--- src/rtl/sensor_pkg.sv ---
// Shared types and default parameters for the PISO sensor-chain scanner.
package sensor_pkg;

    typedef enum logic [2:0] {
        IDLE,
        LOAD,
        SHIFT_LO,
        SHIFT_HI,
        DONE,
        GAP
    } scan_state_t;

    localparam int DEF_BITS           = 32;
    localparam int DEF_N_CHAINS       = 1;
    localparam int DEF_DIV_HALF       = 64;
    localparam int DEF_SCAN_GAP       = 6000;
    localparam int DEF_DEBOUNCE_SCANS = 2;

endpackage

--- src/rtl/sensor_debounce.sv ---
// Debounces complete scan words: commits after DEBOUNCE_SCANS consecutive identical scans.
module sensor_debounce
    import sensor_pkg::*;
#(
    parameter int W              = DEF_BITS * DEF_N_CHAINS,
    parameter int DEBOUNCE_SCANS = DEF_DEBOUNCE_SCANS
) (
    input  logic         clk,
    input  logic         reset,
    input  logic [W-1:0] scan_word,
    input  logic         scan_done,
    output logic [W-1:0] data_out,
    output logic         data_valid,
    output logic         data_changed
);

    localparam int CNT_W = $clog2(DEBOUNCE_SCANS + 1);
    localparam logic [CNT_W-1:0] CNT_MAX = CNT_W'(DEBOUNCE_SCANS);

    logic [W-1:0]     prev_scan;
    logic [CNT_W-1:0] match_cnt;
    logic [CNT_W-1:0] match_nxt;

    function automatic logic [CNT_W-1:0] sat_inc(input logic [CNT_W-1:0] v);
        return (v >= CNT_MAX) ? CNT_MAX : v + 1'b1;
    endfunction

    // A zero count means no history, so a stale prev_scan can never extend a run.
    always_comb begin
        match_nxt = CNT_W'(1);
        if (match_cnt != '0 && scan_word == prev_scan)
            match_nxt = sat_inc(match_cnt);
    end

    always_ff @(posedge clk) begin
        if (scan_done)
            prev_scan <= scan_word;
    end

    always_ff @(posedge clk) begin
        if (reset) begin
            match_cnt    <= '0;
            data_out     <= '0;
            data_valid   <= 1'b0;
            data_changed <= 1'b0;
        end else begin
            data_valid   <= 1'b0;
            data_changed <= 1'b0;
            if (scan_done) begin
                match_cnt <= match_nxt;
                if (match_nxt == CNT_MAX) begin
                    data_out     <= scan_word;
                    data_valid   <= 1'b1;
                    data_changed <= (scan_word != data_out);
                end
            end
        end
    end

endmodule

--- src/rtl/sensor_scan_controller.sv ---
// Drives shared sr_clk/sr_load_n to N_CHAINS 74HC165 chains, shifts in BITS per chain, debounces the result.
module sensor_scan_controller
    import sensor_pkg::*;
#(
    parameter int BITS           = DEF_BITS,
    parameter int N_CHAINS       = DEF_N_CHAINS,
    parameter int DIV_HALF       = DEF_DIV_HALF,
    parameter int SCAN_GAP       = DEF_SCAN_GAP,
    parameter int DEBOUNCE_SCANS = DEF_DEBOUNCE_SCANS
) (
    input  logic                     clk,
    input  logic                     reset,
    input  logic                     auto_mode,
    input  logic                     start,
    output logic                     sr_clk,
    output logic                     sr_load_n,
    input  logic [N_CHAINS-1:0]      sr_data,
    output logic [N_CHAINS*BITS-1:0] data_out,
    output logic                     data_valid,
    output logic                     data_changed,
    output logic                     busy
);

    localparam int DIV_W = $clog2(DIV_HALF + 1);
    localparam int BIT_W = $clog2(BITS + 1);
    localparam int GAP_W = $clog2(SCAN_GAP + 2);
    localparam logic [DIV_W-1:0] DIV_LAST = DIV_W'(DIV_HALF - 1);
    localparam logic [BIT_W-1:0] BIT_LAST = BIT_W'(BITS - 1);
    localparam logic [GAP_W-1:0] GAP_LAST = GAP_W'((SCAN_GAP > 0) ? SCAN_GAP - 1 : 0);

    scan_state_t               state;
    logic [DIV_W-1:0]          div_cnt;
    logic [BIT_W-1:0]          bit_idx;
    logic [GAP_W-1:0]          gap_cnt;
    logic                      scan_done;
    logic [BITS-1:0]           scan_bits [N_CHAINS];
    logic [N_CHAINS*BITS-1:0]  scan_word;

    wire sample_now = (state == SHIFT_LO) && (div_cnt == DIV_LAST);

    // Shift right from the top so the first bit after load lands at index 0.
    for (genvar g = 0; g < N_CHAINS; g++) begin : g_chain
        always_ff @(posedge clk) begin
            if (sample_now)
                scan_bits[g] <= (scan_bits[g] >> 1) | (BITS'(sr_data[g]) << (BITS - 1));
        end
        assign scan_word[g*BITS +: BITS] = scan_bits[g];
    end

    always_ff @(posedge clk) begin
        if (reset) begin
            state     <= IDLE;
            sr_clk    <= 1'b0;
            sr_load_n <= 1'b1;
            busy      <= 1'b0;
            div_cnt   <= '0;
            bit_idx   <= '0;
            gap_cnt   <= '0;
            scan_done <= 1'b0;
        end else begin
            scan_done <= 1'b0;
            case (state)
                IDLE: begin
                    if (start || (auto_mode && gap_cnt == GAP_LAST)) begin
                        state     <= LOAD;
                        sr_load_n <= 1'b0;
                        busy      <= 1'b1;
                        div_cnt   <= '0;
                        bit_idx   <= '0;
                        gap_cnt   <= '0;
                    end else if (auto_mode) begin
                        gap_cnt <= gap_cnt + 1'b1;
                    end else begin
                        gap_cnt <= '0;
                    end
                end
                LOAD: begin
                    if (div_cnt == DIV_LAST) begin
                        state     <= SHIFT_LO;
                        sr_load_n <= 1'b1;
                        div_cnt   <= '0;
                    end else begin
                        div_cnt <= div_cnt + 1'b1;
                    end
                end
                SHIFT_LO: begin
                    if (div_cnt == DIV_LAST) begin
                        state   <= SHIFT_HI;
                        sr_clk  <= 1'b1;
                        div_cnt <= '0;
                    end else begin
                        div_cnt <= div_cnt + 1'b1;
                    end
                end
                SHIFT_HI: begin
                    if (div_cnt == DIV_LAST) begin
                        sr_clk  <= 1'b0;
                        div_cnt <= '0;
                        if (bit_idx == BIT_LAST) begin
                            state     <= DONE;
                            scan_done <= 1'b1;
                        end else begin
                            bit_idx <= bit_idx + 1'b1;
                            state   <= SHIFT_LO;
                        end
                    end else begin
                        div_cnt <= div_cnt + 1'b1;
                    end
                end
                DONE: begin
                    busy    <= 1'b0;
                    gap_cnt <= '0;
                    state   <= auto_mode ? GAP : IDLE;
                end
                GAP: begin
                    if (!auto_mode) begin
                        state   <= IDLE;
                        gap_cnt <= '0;
                    end else if (gap_cnt == GAP_LAST) begin
                        state     <= LOAD;
                        sr_load_n <= 1'b0;
                        busy      <= 1'b1;
                        div_cnt   <= '0;
                        bit_idx   <= '0;
                        gap_cnt   <= '0;
                    end else begin
                        gap_cnt <= gap_cnt + 1'b1;
                    end
                end
                default: state <= IDLE;
            endcase
        end
    end

    sensor_debounce #(
        .W              (N_CHAINS * BITS),
        .DEBOUNCE_SCANS (DEBOUNCE_SCANS)
    ) u_debounce (
        .clk          (clk),
        .reset        (reset),
        .scan_word    (scan_word),
        .scan_done    (scan_done),
        .data_out     (data_out),
        .data_valid   (data_valid),
        .data_changed (data_changed)
    );

endmodule
--- config.mk ---
export PLATFORM = sky130hd
export DESIGN_NAME = sensor_scan_controller
export DESIGN_NICKNAME = d
export VERILOG_FILES = /design/src/rtl/sensor_pkg.sv /design/src/rtl/sensor_debounce.sv /design/src/rtl/sensor_scan_controller.sv
export SDC_FILE = /design/constraint.sdc
export NUM_CORES = 1
export LEC_CHECK = 0
export ABC_AREA = 1
export ABC_CLOCK_PERIOD_IN_PS = 2800
export CELL_PAD_IN_SITES_DETAIL_PLACEMENT = 1
export CELL_PAD_IN_SITES_GLOBAL_PLACEMENT = 1
export CORE_MARGIN = 2
export CORE_UTILIZATION = 45
export CTS_BUF_LIST = sky130_fd_sc_hd__clkbuf_16
export DETAILED_ROUTE_END_ITERATION = 6
export DONT_BUFFER_PORTS = 1
export MAX_ROUTING_LAYER = met4
export PLACE_DENSITY = 0.8
export RECOVER_POWER = 50
export SYNTH_ARGS = -nofsm -noshare
export SYNTH_HDL_FRONTEND = slang
export SYNTH_HIERARCHICAL = 1
export SYNTH_SLANG_ARGS = --single-unit
--- constraint.sdc ---
create_clock -name clk -period 2.8 [get_ports clk]
set_clock_uncertainty 0.15 [all_clocks]
set_input_delay 0.56 -clock clk [delete_from_list [all_inputs] [get_ports clk]]
set_output_delay 0.56 -clock clk [all_outputs]
set_load 0.03 [all_outputs]
Yosys cells after proc, flatten, opt, wreduce, memory -nomap -nowiden

Memories as Yosys holds them, arrays and structs flattened.
Index checks and enable logic that the tools add are counted.

Bits in registers: 101
RAM bits: 32
Input bits: 5
Output and inout bits: 37
Word-level logic and storage cells: 107
Memories kept: 1

Memory list:

| name      | depth | width | rd ports | clocked after memory_dff | write ports | line                         | source |
|---|---|---|---|---|---|---|---|
| scan_bits | 1     | 32    | 1        | 0                        | 1           | sensor_scan_controller.sv:36 | `logic [BITS-1:0] scan_bits [N_CHAINS];` |

Add/sub/neg operators: 4
Order comparisons: 1
Equal/unequal tests: 19
Muxes and demuxes: 42
Bitwise gates (word level): 5
Reductions and logical operators: 22

Operator list:

| kind                                                                   | number |
|---|---|
| 13-bit 2-to-1 mux                                                      | 4 |
| 13-bit case mux with 3 select lines                                    | 1 |
| 32-bit equality test                                                   | 1 |
| 32-bit inequality test                                                 | 1 |
| 31-bit by 32-bit OR with 32-bit output                                 | 1 |
| 6-bit 2-to-1 mux                                                       | 5 |
| 7-bit 2-to-1 mux                                                       | 4 |
| 3-bit 2-to-1 mux                                                       | 8 |
| 7-bit case mux with 3 select lines                                     | 1 |
| 3-bit case mux with 6 select lines                                     | 1 |
| 6-bit case mux with 3 select lines                                     | 1 |
| 13-bit by 1-bit adder with 13-bit output (second input constant)       | 1 |
| 13-bit equality test (second input constant)                           | 1 |
| 1-bit 2-to-1 mux                                                       | 12 |
| 2-bit inequality test (second input constant)                          | 6 |
| 3-bit nonzero test                                                     | 4 |
| 5-bit AND reduction                                                    | 2 |
| 3-bit OR reduction                                                     | 3 |
| 4-bit AND reduction                                                    | 2 |
| 7-bit by 1-bit adder with 7-bit output (second input constant)         | 1 |
| 7-bit by 6-bit equality test with 1-bit output (second input constant) | 1 |
| 6-bit by 1-bit adder with 6-bit output (second input constant)         | 1 |
| 3-bit by 2-bit equality test with 1-bit output (second input constant) | 2 |
| 3-bit equality test (second input constant)                            | 2 |
| other kinds (19)                                                       | 27 |

Depth between registers and ports, before layout

Gate-level depths: netlist of run 1.

Depth after elaboration: 6
Gate-level depth with buffers: 12
Depth with buffers taken out: 11

Cells and area by module

Netlist of run 1, hierarchy kept.

Modules (own cells, without submodules):

| module                 | instances | cells each | area each (µm²) | sequential area each (µm²) |
|---|---|---|---|---|
| sensor_debounce        | 1         | 408        | 3434.5          | 1681.6 |
| sensor_scan_controller | 1         | 314        | 2844.0          | 1621.6 |

Worst setup path before layout of run 1

Ideal clock, no wire load.

Path type: reg2reg
From: reg scan_done
To: reg u_debounce.data_out[0]
Data arrival time: 2.005 ns
Required time: 2.536 ns
Slack: 0.531 ns
Stages on the path, launching flop included: 11
Buffers on the path: 1
Period minus slack after synthesis: 2.269 ns
Cell sequence: dfxtp_1 > inv_1 > nor2_1 > nand2_1 > nor2_1 > nand3_1 > nor2_1 > nand3_2 > buf_6 > nand3_1 > nand2_1

Cells in the longest elaborated chain, start to end: 1

Ends and longest elaborated chain:

| item                          | line                          | source |
|---|---|---|
| start, declared               | sensor_scan_controller.sv:35  | `logic scan_done;` |
| start signal, assigned        | sensor_scan_controller.sv:59  | `scan_done <= 1'b0;` |
| start signal, assigned        | sensor_scan_controller.sv:61  | `scan_done <= 1'b0;` |
| start signal, assigned        | sensor_scan_controller.sv:101 | `scan_done <= 1'b1;` |
| 2-bit AND reduction (no line) | -                             |  |
| end signal, assigned          | sensor_debounce.sv:52         | `data_out <= scan_word;` |
| end, declared                 | sensor_debounce.sv:12         | `output logic [W-1:0] data_out,` |

Every way passes these cells.
A chain may end at the register's enable or synchronous reset.

Worst setup path in the final report of run 1

From: mem scan_bits[0][29] (netlist bit)
To: reg u_debounce.data_out[5]

Cells in the longest elaborated chain, start to end: 6

Ends and longest elaborated chain:

| item                          | line                         | source |
|---|---|---|
| start, declared               | sensor_scan_controller.sv:36 |  |
| memory 1 x 32 bit             | -                            |  |
| 32-bit equality test          | sensor_debounce.sv:31        | `if (match_cnt != '0 && scan_word == prev_scan)` |
| 1-bit logical AND             | sensor_debounce.sv:31        |  |
| 2-bit 2-to-1 mux              | sensor_debounce.sv:31        |  |
| 2-bit equality test           | sensor_debounce.sv:51        | `if (match_nxt == CNT_MAX) begin` |
| 2-bit AND reduction (no line) | -                            |  |

Every way passes these cells.

==> flow_summary.json, run 1 <==
{
  "numCtsBuffers": 17,
  "numPortBuffers": 0,
  "track_usage_pct": 21.84,
  "period_share_pct": 80.12,
  "maxSlewHeadroom_pct": 37.24,
  "ios": 42,
  "clkTransAtPathRegs_ns": 0.06,
  "grt_max_degree": 34,
  "drive_above_1_share_pct": 9.030,
  "start_util_pct": 45.59,
  "cts_tree": "done",
  "ys.flop_type": "dfxtp_1",
  "critPathKind": "register to register",
  "hold_buffers": 0,
  "outcome": "completed",
  "num_vias": 4847,
  "nets": 737,
  "synth_edf_count": 64,
  "start_kind": "register",
  "ant_nets": 0,
  "clockBufferDepth": 2,
  "via_per_inst": 5.257,
  "grt_pass1_vias": 5077,
  "first_pass_iters": 4,
  "syn_area_sq_um": 6279,
  "die_area_sq_um": 14910,
  "worstMarginPinSlew_ns": 0.9414,
  "cts_resized": 0,
  "synth_area_leaders": "edfxtp_1 (31%), dfxtp_1 (22%), nand2_1 (10%)",
  "ff2ff_path_depth": 9,
  "hp-start": "reset",
  "placeableCoreArea_sq_um": 13770,
  "maxCapViolCount": 0,
  "synth_top_area_share_pct": 30.61,
  "required_ns": 2.95,
  "synth_nets": 730,
  "drt_iter0_markers": 272,
  "areaGrowthSynthToFinish_pct": 11.42,
  "grt_pass1_wl_mm": 24.64,
  "cts_sinks": 133,
  "cp_cell_sequence": "nand2_1 > nand2_1 > nor2_2 > nand3b_1 > nor2_1 > nand3_2 > buf_4 > nand3_1 > nand2_1",
  "hold_viol_final": 0,
  "root_buffer": "clkbuf_16",
  "overflow": 0,
  "antenna_found_initial": 0,
  "slowest_stage": "edfxtp_1",
  "synth-async-reset-ratio_pct": 0,
  "ys_warn_count": 6,
  "post-synth-top-count-cell": "nand2_1",
  "insertion_delay_ns": 0.42,
  "antenna_cells": 0,
  "regToRegSetupSlack_ns": 0.56,
  "synth_cell_types": 37,
  "wl_per_cell_microns": 16.20,
  "remaining_drc_errors": 0,
  "critPathMaxStageDelay_ns": 0.48,
  "ir_drop_v": 0.0004523,
  "min_period_ns": 2.243,
  "power_density_nw_per_um2": 743.0,
  "max_freq_ghz": 0.4458,
  "setup_tns_ns": 0,
  "yosys-top-cells-count": "nand2_1 (170), inv_1 (88), nor2_1 (72)",
  "die_h_microns": 122.1,
  "synthCells": 722,
  "rsz0062_at_grt": "no",
  "avgSynthCellArea_sq_um": 8.696,
  "slew_violations": 0,
  "die_w_microns": 122.1,
  "critPathArrivalTime_ns": 2.40,
  "path_max_fanout": 21,
  "hold_ws_ns": 0.05341,
  "rr_endpoint": "u_debounce/data_out[5]$_SDFFE_PP0P_",
  "path_common_cell": "nand2_1",
  "p_leak_nw": 2.926,
  "ys_ff_latch": 133,
  "setup.worst_path.end_class": "register",
  "cts.htree.levels": 4,
  "finalSetupViolations": 0,
  "r2r-start": "scan_bits[0][29]$_DFFE_PP_",
  "hold_path.class": "input pin to register",
  "hold_path_end": "state[2]$_SDFFE_PP0P_",
  "ys_seq_area_share_pct": 52.61,
  "hpwl_mm": 10.20,
  "fp-row-count": 43,
  "synth_top_cell_by_area": "edfxtp_1",
  "finalWeightedCongestion": 0.8648,
  "routed_wl_mm": 14.93,
  "post_cts_buffers": 0,
  "whs_path_depth": 1
}
-- placed cells by master (no fill, tap or decap), types with 3 or more instances in the layout --
master / netlist / layout
bufinv_16: 0 / 3
nor2_2: 8 / 8
nor2_4: 3 / 3
buf_4: 3 / 7
nor2_1: 72 / 72
dfxtp_1: 69 / 69
clkinv_2: 0 / 4
o21ai_0: 7 / 7
nand3b_1: 3 / 3
nand3_2: 4 / 4
nand4_1: 53 / 53
a21oi_1: 10 / 10
xnor2_1: 42 / 42
clkbuf_16: 0 / 17
nand2_1: 170 / 170
nand3_1: 67 / 67
inv_2: 5 / 6
edfxtp_1: 64 / 64
nor3_1: 3 / 3
nand2_2: 5 / 5
ha_1: 3 / 3
xor2_1: 9 / 9
inv_1: 88 / 91
-- through the flow --
step / std cells / utilization, % / total power, mW / setup WS [ns] / cell area [sq um]
2_1_floorplan: 722 / - / 2.887 / 0.5309 / 6279
3_3_place_gp: 890 / 46.64 / 3.025 / 0.6905 / 6424
3_5_place_dp: 890 / 46.64 / 3.075 / 0.6033 / 6424
4_1_cts: 922 / 50.81 / 5.254 / 0.5440 / 6998
5_1_grt: 922 / 50.79 / 5.462 / 0.3136 / 6995
6_report: 922 / 50.79 / 5.197 / 0.5567 / 6995
-- flip-flops by register name, summed over array words and instances (netlist names), 2 cells and up --
register / cells
u_debounce/data_out: 32
state: 3
bit_idx: 6
scan_bits: 32
u_debounce/prev_scan: 32
div_cnt: 7
gap_cnt: 13
u_debounce/match_cnt: 2
-- worst max-delay path by stage --
| stage | startpoint | to | cells after the start |
|---|---|---|---|
| 5_1_grt | scan_bits[0][9]$_DFFE_PP_ | u_debounce/data_changed$_SDFF_PP0_ | 11 |
| 6_report | scan_bits[0][29]$_DFFE_PP_ | u_debounce/data_out[5]$_SDFFE_PP0P_ | 9 |
| 2_1_floorplan | scan_done$_SDFF_PP0_ | u_debounce/data_out[0]$_SDFFE_PP0P_ | 10 |
| 4_1_cts | scan_bits[0][9]$_DFFE_PP_ | u_debounce/data_out[5]$_SDFFE_PP0P_ | 12 |
| 3_3_place_gp | div_cnt[0]$_SDFFE_PP0P_ | scan_bits[0][8]$_DFFE_PP_ | 6 |
| 3_5_place_dp | scan_bits[0][4]$_DFFE_PP_ | u_debounce/data_changed$_SDFF_PP0_ | 10 |
-- worst max-delay path, delay by kind of cell (launching register included) --
kind          cells  cell delay (ns)
flops             1             0.48
buf+inv           1             0.34
simple gates      8             1.16
-- layer usage --
metal,vias to the layer above,GRT usage [%],routed length [microns]
met5,-,-,0
met4,0,8.980,265
met3,25,4.775,486
met2,71,36.80,7653
met1,2363,25.28,6528
li1,2388,-,-
-- power breakdown --
group	switching (mW)	leakage [nW]	internal, mW
sequential	0.114	1.13	2.11
combinational	0.556	1.50	0.251
clock	0.793	0.296	1.37
-- kinds of logic (layout without fill, tap and decap cells) --
group                      after synthesis  after routing  synth area share (%)
and+or+nand+nor                        395            395                 29.31
AOI/OAI and AO/OA                       26             26                 2.411
adders and majority gates                3              3                0.5979
buffers and inverters                  113            133                 7.792
muxes                                    1              1                0.1594
xor gates and xnor gates                51             51                 7.114
DFF                                    133            133                 52.61
-- cell type report --
class / instances / area, sq um
clock buffers: 17 / 425.4
clock inverters: 15 / 148.9
fillers: 1643 / 6778
inverters: 93 / 349.1
multi-input cells: 476 / 2486
flip-flops and latches: 133 / 3303
well taps: 180 / 225.2
repair buffers: 8 / 57.56
(Power assumes the default switching activity.)
==> inputs of run 2 (changes only) <==
--- a/config.mk
+++ b/config.mk
@@ -6,16 +6,16 @@
 export NUM_CORES = 1
 export LEC_CHECK = 0
 export ABC_AREA = 1
-export ABC_CLOCK_PERIOD_IN_PS = 2800
+export ABC_CLOCK_PERIOD_IN_PS = 2000
 export CELL_PAD_IN_SITES_DETAIL_PLACEMENT = 1
 export CELL_PAD_IN_SITES_GLOBAL_PLACEMENT = 1
 export CORE_MARGIN = 2
-export CORE_UTILIZATION = 45
+export CORE_UTILIZATION = 44
 export CTS_BUF_LIST = sky130_fd_sc_hd__clkbuf_16
 export DETAILED_ROUTE_END_ITERATION = 6
 export DONT_BUFFER_PORTS = 1
 export MAX_ROUTING_LAYER = met4
-export PLACE_DENSITY = 0.8
+export PLACE_DENSITY = 0.82
 export RECOVER_POWER = 50
 export SYNTH_ARGS = -nofsm -noshare
 export SYNTH_HDL_FRONTEND = slang
==> constraint.sdc (replaced) <==
create_clock -name clk -period 2 [get_ports clk]
set_clock_uncertainty 0.15 [all_clocks]
set_input_delay 0.4 -clock clk [delete_from_list [all_inputs] [get_ports clk]]
set_output_delay 0.4 -clock clk [all_outputs]
set_load 0.03 [all_outputs]
==> flow_summary.json, run 2 (synthesis results as in run 1) <==
{
  "min_period_ns": 1.946,
  "cts_sinks": 133,
  "placeableCoreArea_sq_um": 13930,
  "clkTransAtPathRegs_ns": 0.06,
  "r2r-start": "scan_bits[0][1]$_DFFE_PP_",
  "fin_util_pct": 53.48,
  "hold_path_end": "state[2]$_SDFFE_PP0P_",
  "setup_tns_ns": 0,
  "required_ns": 2.21,
  "start_kind": "register",
  "wl_per_cell_microns": 17.94,
  "routed_wl_mm": 17.82,
  "dp_slack_ns": 0.01500,
  "layout_common_cells": "nand2_1 (170), inv_1 (90), dfxtp_1 (68)",
  "ant_nets": 0,
  "worstMarginPinSlew_ns": 0.9779,
  "period_share_pct": 97.32,
  "fill_cells": 1658,
  "cts.htree.levels": 4,
  "clockBufferDepth": 2,
  "critPathArrivalTime_ns": 2.16,
  "antenna_found_initial": 0,
  "grt_max_degree": 34,
  "nets": 809,
  "start_util_pct": 45.06,
  "overflow": 0,
  "die_h_microns": 123.5,
  "hold_path.class": "input pin to register",
  "ff2ff_path_depth": 11,
  "maxSlewHeadroom_pct": 34.80,
  "first_pass_iters": 4,
  "fp-row-count": 43,
  "ios": 42,
  "final_common_cell": "nand2_1",
  "outcome": "completed",
  "critPathKind": "register to register",
  "root_buffer": "clkbuf_16",
  "ir_drop_v": 0.0005850,
  "drt_iter0_markers": 202,
  "numPortBuffers": 0,
  "track_usage_pct": 24.10,
  "rsz0062_at_grt": "yes",
  "maxCapViolCount": 0,
  "numCtsBuffers": 17,
  "cts_tree": "done",
  "hold_viol_final": 0,
  "drive_above_1_share_pct": 13.41,
  "grt_pass1_wl_mm": 27.32,
  "setup.worst_path.end_class": "register",
  "p_leak_nw": 3.142,
  "num_vias": 5311,
  "max_freq_ghz": 0.5138,
  "insertion_delay_ns": 0.43,
  "finalWeightedCongestion": 0.8701,
  "remaining_drc_errors": 0,
  "reg_top3": "scan_bits (32), u_debounce/data_out (32), u_debounce/prev_scan (32)",
  "whs_path_depth": 2,
  "grt_pass1_vias": 5549,
  "via_per_inst": 5.348,
  "power_mw": 7.034,
  "die_w_microns": 123.5,
  "path_max_fanout": 10,
  "setup_slack_ns": 0.05355,
  "slew_violations": 0,
  "areaGrowthSynthToFinish_pct": 18.69,
  "antenna_cells": 0,
  "hpwl_mm": 11.60,
  "die_area_sq_um": 15240,
  "regToRegSetupSlack_ns": 0.05,
  "rr_endpoint": "u_debounce/data_out[11]$_SDFFE_PP0P_",
  "power_density_nw_per_um2": 943.9,
  "hp-start": "auto_mode",
  "finalSetupViolations": 0
}
==> run 2: what timing repair did <==
action,4_1_cts,5_1_grt
hold endpoints to repair,11,0
cloned,0,2
hold buffers,2,0
setup buffers,2,16
endpoints found under the setup margin,5,58
resized for setup,1,11
pin swaps,0,3
==> run 2: critical path, cell delays in order (launching register included) <==
cell	delay, ns
edfxtp_1	0.42
nor2_1	0.15
nor2_1	0.08
nor2_1	0.14
nand2_1	0.09
nor2_1	0.13
nand2_1	0.11
nor2_4	0.14
buf_12	0.13
buf_12	0.13
nand4_1	0.10
nand2_1	0.11
==> run 2: area by class of cell <==
type | instances | area [sq um] | area share (%)
clock buffers | 17 | 425.4 | 5.709
clock inverters | 14 | 58.81 | 0.7891
inverters | 93 | 352.8 | 4.735
multi-input cells | 476 | 2511 | 33.70
flip-flops and latches | 133 | 3304 | 44.34
well taps | 180 | 225.2 | 3.022
repair buffers | 80 | 574.3 | 7.707
==> run 2: worst max path at each step <==
stage / start / to / slack, ns / depth (start not counted)
2_1_floorplan: scan_done$_SDFF_PP0_ / u_debounce/data_out[0]$_SDFFE_PP0P_ / 0.09 / 10
3_3_place_gp: state[2]$_SDFFE_PP0P_ / bit_idx[1]$_SDFFE_PP0P_ / 0.09 / 7
3_5_place_dp: state[2]$_SDFFE_PP0P_ / bit_idx[3]$_SDFFE_PP0P_ / 0.02 / 7
4_1_cts: state[2]$_SDFFE_PP0P_ / bit_idx[3]$_SDFFE_PP0P_ / 0.002 / 7
5_1_grt: scan_bits[0][19]$_DFFE_PP_ / u_debounce/data_out[11]$_SDFFE_PP0P_ / -0.12 / 9
6_report: scan_bits[0][1]$_DFFE_PP_ / u_debounce/data_out[11]$_SDFFE_PP0P_ / 0.05 / 11
==> run 2: layer usage <==
layer	vias up	global-route usage (%)	routed length [microns]	part of all wire, %
li1	2524	-	-	-
met1	2644	25.37	7086	40
met2	107	43.54	9582	54
met3	36	4.935	654	3.7
met4	0	10.37	495	2.8
met5	-	-	0	0
==> run 2: report_power, final <==
part           internal, mW  switching, mW
Combinational         0.455          0.818
Clock                  1.52           1.13
Sequential             2.96          0.160
Total                  4.93           2.11
==> run 2: stage by stage <==
step / std cells / instance area [sq um] / hold slack (ns)
after global placement: 940 / 6854 / 0.3089
after CTS: 975 / 7376 / 0.03846
after detailed placement: 940 / 6854 / 0.3211
final: 993 / 7452 / 0.04793
after global routing: 993 / 7452 / 0.06465
after floorplan: 722 / 6284 / 0.3000
==> inputs of run 3 (changes only) <==
--- a/config.mk
+++ b/config.mk
@@ -10,14 +10,13 @@
 export CELL_PAD_IN_SITES_DETAIL_PLACEMENT = 1
 export CELL_PAD_IN_SITES_GLOBAL_PLACEMENT = 1
 export CORE_MARGIN = 2
-export CORE_UTILIZATION = 44
+export CORE_UTILIZATION = 43
 export CTS_BUF_LIST = sky130_fd_sc_hd__clkbuf_16
 export DETAILED_ROUTE_END_ITERATION = 6
 export DONT_BUFFER_PORTS = 1
 export MAX_ROUTING_LAYER = met4
-export PLACE_DENSITY = 0.82
+export PLACE_DENSITY = 0.81
 export RECOVER_POWER = 50
 export SYNTH_ARGS = -nofsm -noshare
 export SYNTH_HDL_FRONTEND = slang
-export SYNTH_HIERARCHICAL = 1
 export SYNTH_SLANG_ARGS = --single-unit
==> flow_summary.json, run 3 <==
{
  "outcome": "completed",
  "syn_area_sq_um": 6276,
  "antenna_cells": 0,
  "period_share_pct": 95.94,
  "hold_ws_ns": 0.08084,
  "synth_top_area_share_pct": 30.62,
  "cts_sinks": 133,
  "numPortBuffers": 0,
  "drive_above_1_share_pct": 14.44,
  "drt_iter0_markers": 233,
  "routed_wl_mm": 17.19,
  "ys.flop_type": "dfxtp_1",
  "die_w_microns": 124.8,
  "areaGrowthSynthToFinish_pct": 18.80,
  "critPathMaxStageDelay_ns": 0.47,
  "p_int_mw": 4.896,
  "path_max_fanout": 27,
  "maxCapViolCount": 0,
  "avgSynthCellArea_sq_um": 8.424,
  "cts.htree.levels": 4,
  "switchingPower_mw": 2.100,
  "setup_slack_ns": 0.08111,
  "finalSetupViolations": 0,
  "ys_warn_count": 0,
  "layout_common_cells": "nand2_1 (182), inv_1 (101), nor2_1 (69)",
  "fin_util_pct": 51.89,
  "synth_area_leaders": "edfxtp_1 (31%), dfxtp_1 (22%), nand2_1 (11%)",
  "hold_viol_final": 0,
  "max_freq_ghz": 0.5211,
  "seq_power_share_pct": 44.7,
  "first_pass_iters": 4,
  "start_kind": "register",
  "synth-async-reset-ratio_pct": 0,
  "die_area_sq_um": 15580,
  "required_ns": 2.16,
  "synth_cell_types": 34,
  "numCtsBuffers": 17,
  "fin_area_sq_um": 7456,
  "setup.worst_path.end_class": "register",
  "nets": 819,
  "ir_drop_v": 0.0006617,
  "path_delay_family": "simple AND/OR/NAND/NOR gates",
  "clockBufferDepth": 2,
  "synth_top_cell_by_area": "edfxtp_1",
  "synth_nets": 753,
  "ios": 42,
  "synth_edf_count": 64,
  "track_usage_pct": 22.77,
  "p_leak_nw": 3.252,
  "post-synth-top-count-cell": "nand2_1",
  "crit_buf_inv": 2,
  "hpwl_mm": 11.44,
  "final_common_cell": "nand2_1",
  "via_per_inst": 5.256,
  "maxSlewHeadroom_pct": 69.06,
  "rsz0062_at_grt": "yes",
  "dp_slack_ns": 0.06102,
  "fp-row-count": 44,
  "ys_seq_area_share_pct": 52.63,
  "reg_top3": "scan_bits (32), u_debounce.data_out (32), u_debounce.prev_scan (32)",
  "grt_pass1_wl_mm": 27.87,
  "wl_per_cell_microns": 17.06,
  "root_buffer": "clkbuf_16",
  "power_density_nw_per_um2": 938.3,
  "synthCells": 745,
  "grt_pass1_vias": 5676,
  "start_util_pct": 43.68,
  "insertion_delay_ns": 0.43,
  "cts_tree": "done",
  "antenna_found_initial": 0,
  "slew_violations": 0,
  "hold_path.class": "input pin to register",
  "remaining_drc_errors": 0,
  "critPathKind": "register to register",
  "ant_nets": 0,
  "power.share.clock_pct": 38.7,
  "yosys-top-cells-count": "nand2_1 (184), inv_1 (99), nor2_1 (75)",
  "finalWeightedCongestion": 0.8744,
  "num_vias": 5298,
  "ys_ff_latch": 133,
  "cp_cell_sequence": "inv_1 > nand2_1 > a21oi_1 > nand3_1 > nor2_4 > nand3_2 > buf_12 > nand3_1 > nand2_1",
  "worstMarginPinSlew_ns": 0.4641,
  "min_period_ns": 1.919,
  "die_h_microns": 124.8,
  "slowest_stage": "edfxtp_1",
  "overflow": 0,
  "swShare_pct": 30.02,
  "critPathArrivalTime_ns": 2.08,
  "clkTransAtPathRegs_ns": 0.06,
  "dpl-instance-area_sq_um": 6743,
  "p_comb_share_pct": 16.6,
  "grt_max_degree": 40,
  "placeableCoreArea_sq_um": 14370
}
-- run 3: cell types whose count changed after synthesis, sizes merged, moves of 4 or more --
cell	delta
nand2	+15
nor3	+14
xnor2	-13
inv	+10
a21oi	+11
nand4	-6
o21ai	-6
nor2	-4
-- run 3: routing by layer --
| layer | track usage (%) | share of wire (%) | vias to the layer above |
|---|---|---|---|
| met5 | - | 0 | - |
| met4 | 9.281 | 2.2 | 0 |
| met3 | 4.338 | 2.8 | 31 |
| met2 | 40.60 | 52 | 92 |
| met1 | 25.00 | 43 | 2615 |
| li1 | - | - | 2560 |
-- run 3: cell type report --
type | count | area (sq um)
inverter | 103 | 390.4
timing repair buffer | 67 | 521.8
sequential | 133 | 3307
clock inverter | 15 | 78.83
fill | 1714 | 6913
clock buffer | 17 | 425.4
tap | 184 | 230.2
multi-input combinational | 489 | 2502
-- run 3: stage by stage --
step	power, mW	setup TNS, ns	instances
after floorplan	3.983	0	745
after global placement	4.157	0	951
after detailed placement	4.249	0	951
after CTS	6.967	0	986
after global routing	7.312	-0.06948	1008
final	6.996	0	1008
-- run 3: worst reg2reg max path: cells and delay by family (launching register included) --
family / cells / cell delay, ns
flops: 1 / 0.47
buf+inv: 2 / 0.28
simple gates: 6 / 0.73
compound gates: 1 / 0.17
-- run 3: path summary, 6_finish.rpt --
kind / start / to / slack, ns / cells after the start
worst min-delay path: reset / u_debounce.match_cnt[0]$_SDFFE_PP0P_ / 0.08 / 3
worst min register to register: div_cnt[3]$_SDFFE_PP0P_ / div_cnt[3]$_SDFFE_PP0P_ / 0.33 / 2
worst max register to register: scan_bits[0][11]$_DFFE_PP_ / u_debounce.data_out[20]$_SDFFE_PP0P_ / 0.08 / 9
worst max-delay path: scan_bits[0][11]$_DFFE_PP_ / u_debounce.data_out[20]$_SDFFE_PP0P_ / 0.08 / 9
-- run 3: what timing repair did --
action,CTS,global route
hold buffers,3,0
resized for setup,0,18
hold endpoints to repair,12,0
endpoints found under the setup margin,0,89
buffers inserted,0,22
-- run 3: kinds of logic (layout without fill, tap and decap cells) --
logic type               Yosys count  after routing  synth area share (%)
buffers and inverters            123            202                 8.094
flip-flops                       133            133                 52.63
AO/OA/AOI/OAI                     32             32                 2.811
adder cells (fa/ha/maj)            3              3                0.5981
AND/OR/NAND/NOR                  413            413                 30.14
XOR/XNOR                          41             41                 5.722
-- run 3: power groups by stage --
stage	sequential [mW]	combinational [mW]	clock [mW]
final	3.13	1.16	2.71
after global routing	3.15	1.31	2.86
after CTS	3.12	1.10	2.75
after detailed placement	3.18	1.07	0
after global placement	3.17	0.992	0
after floorplan	3.14	0.839	0
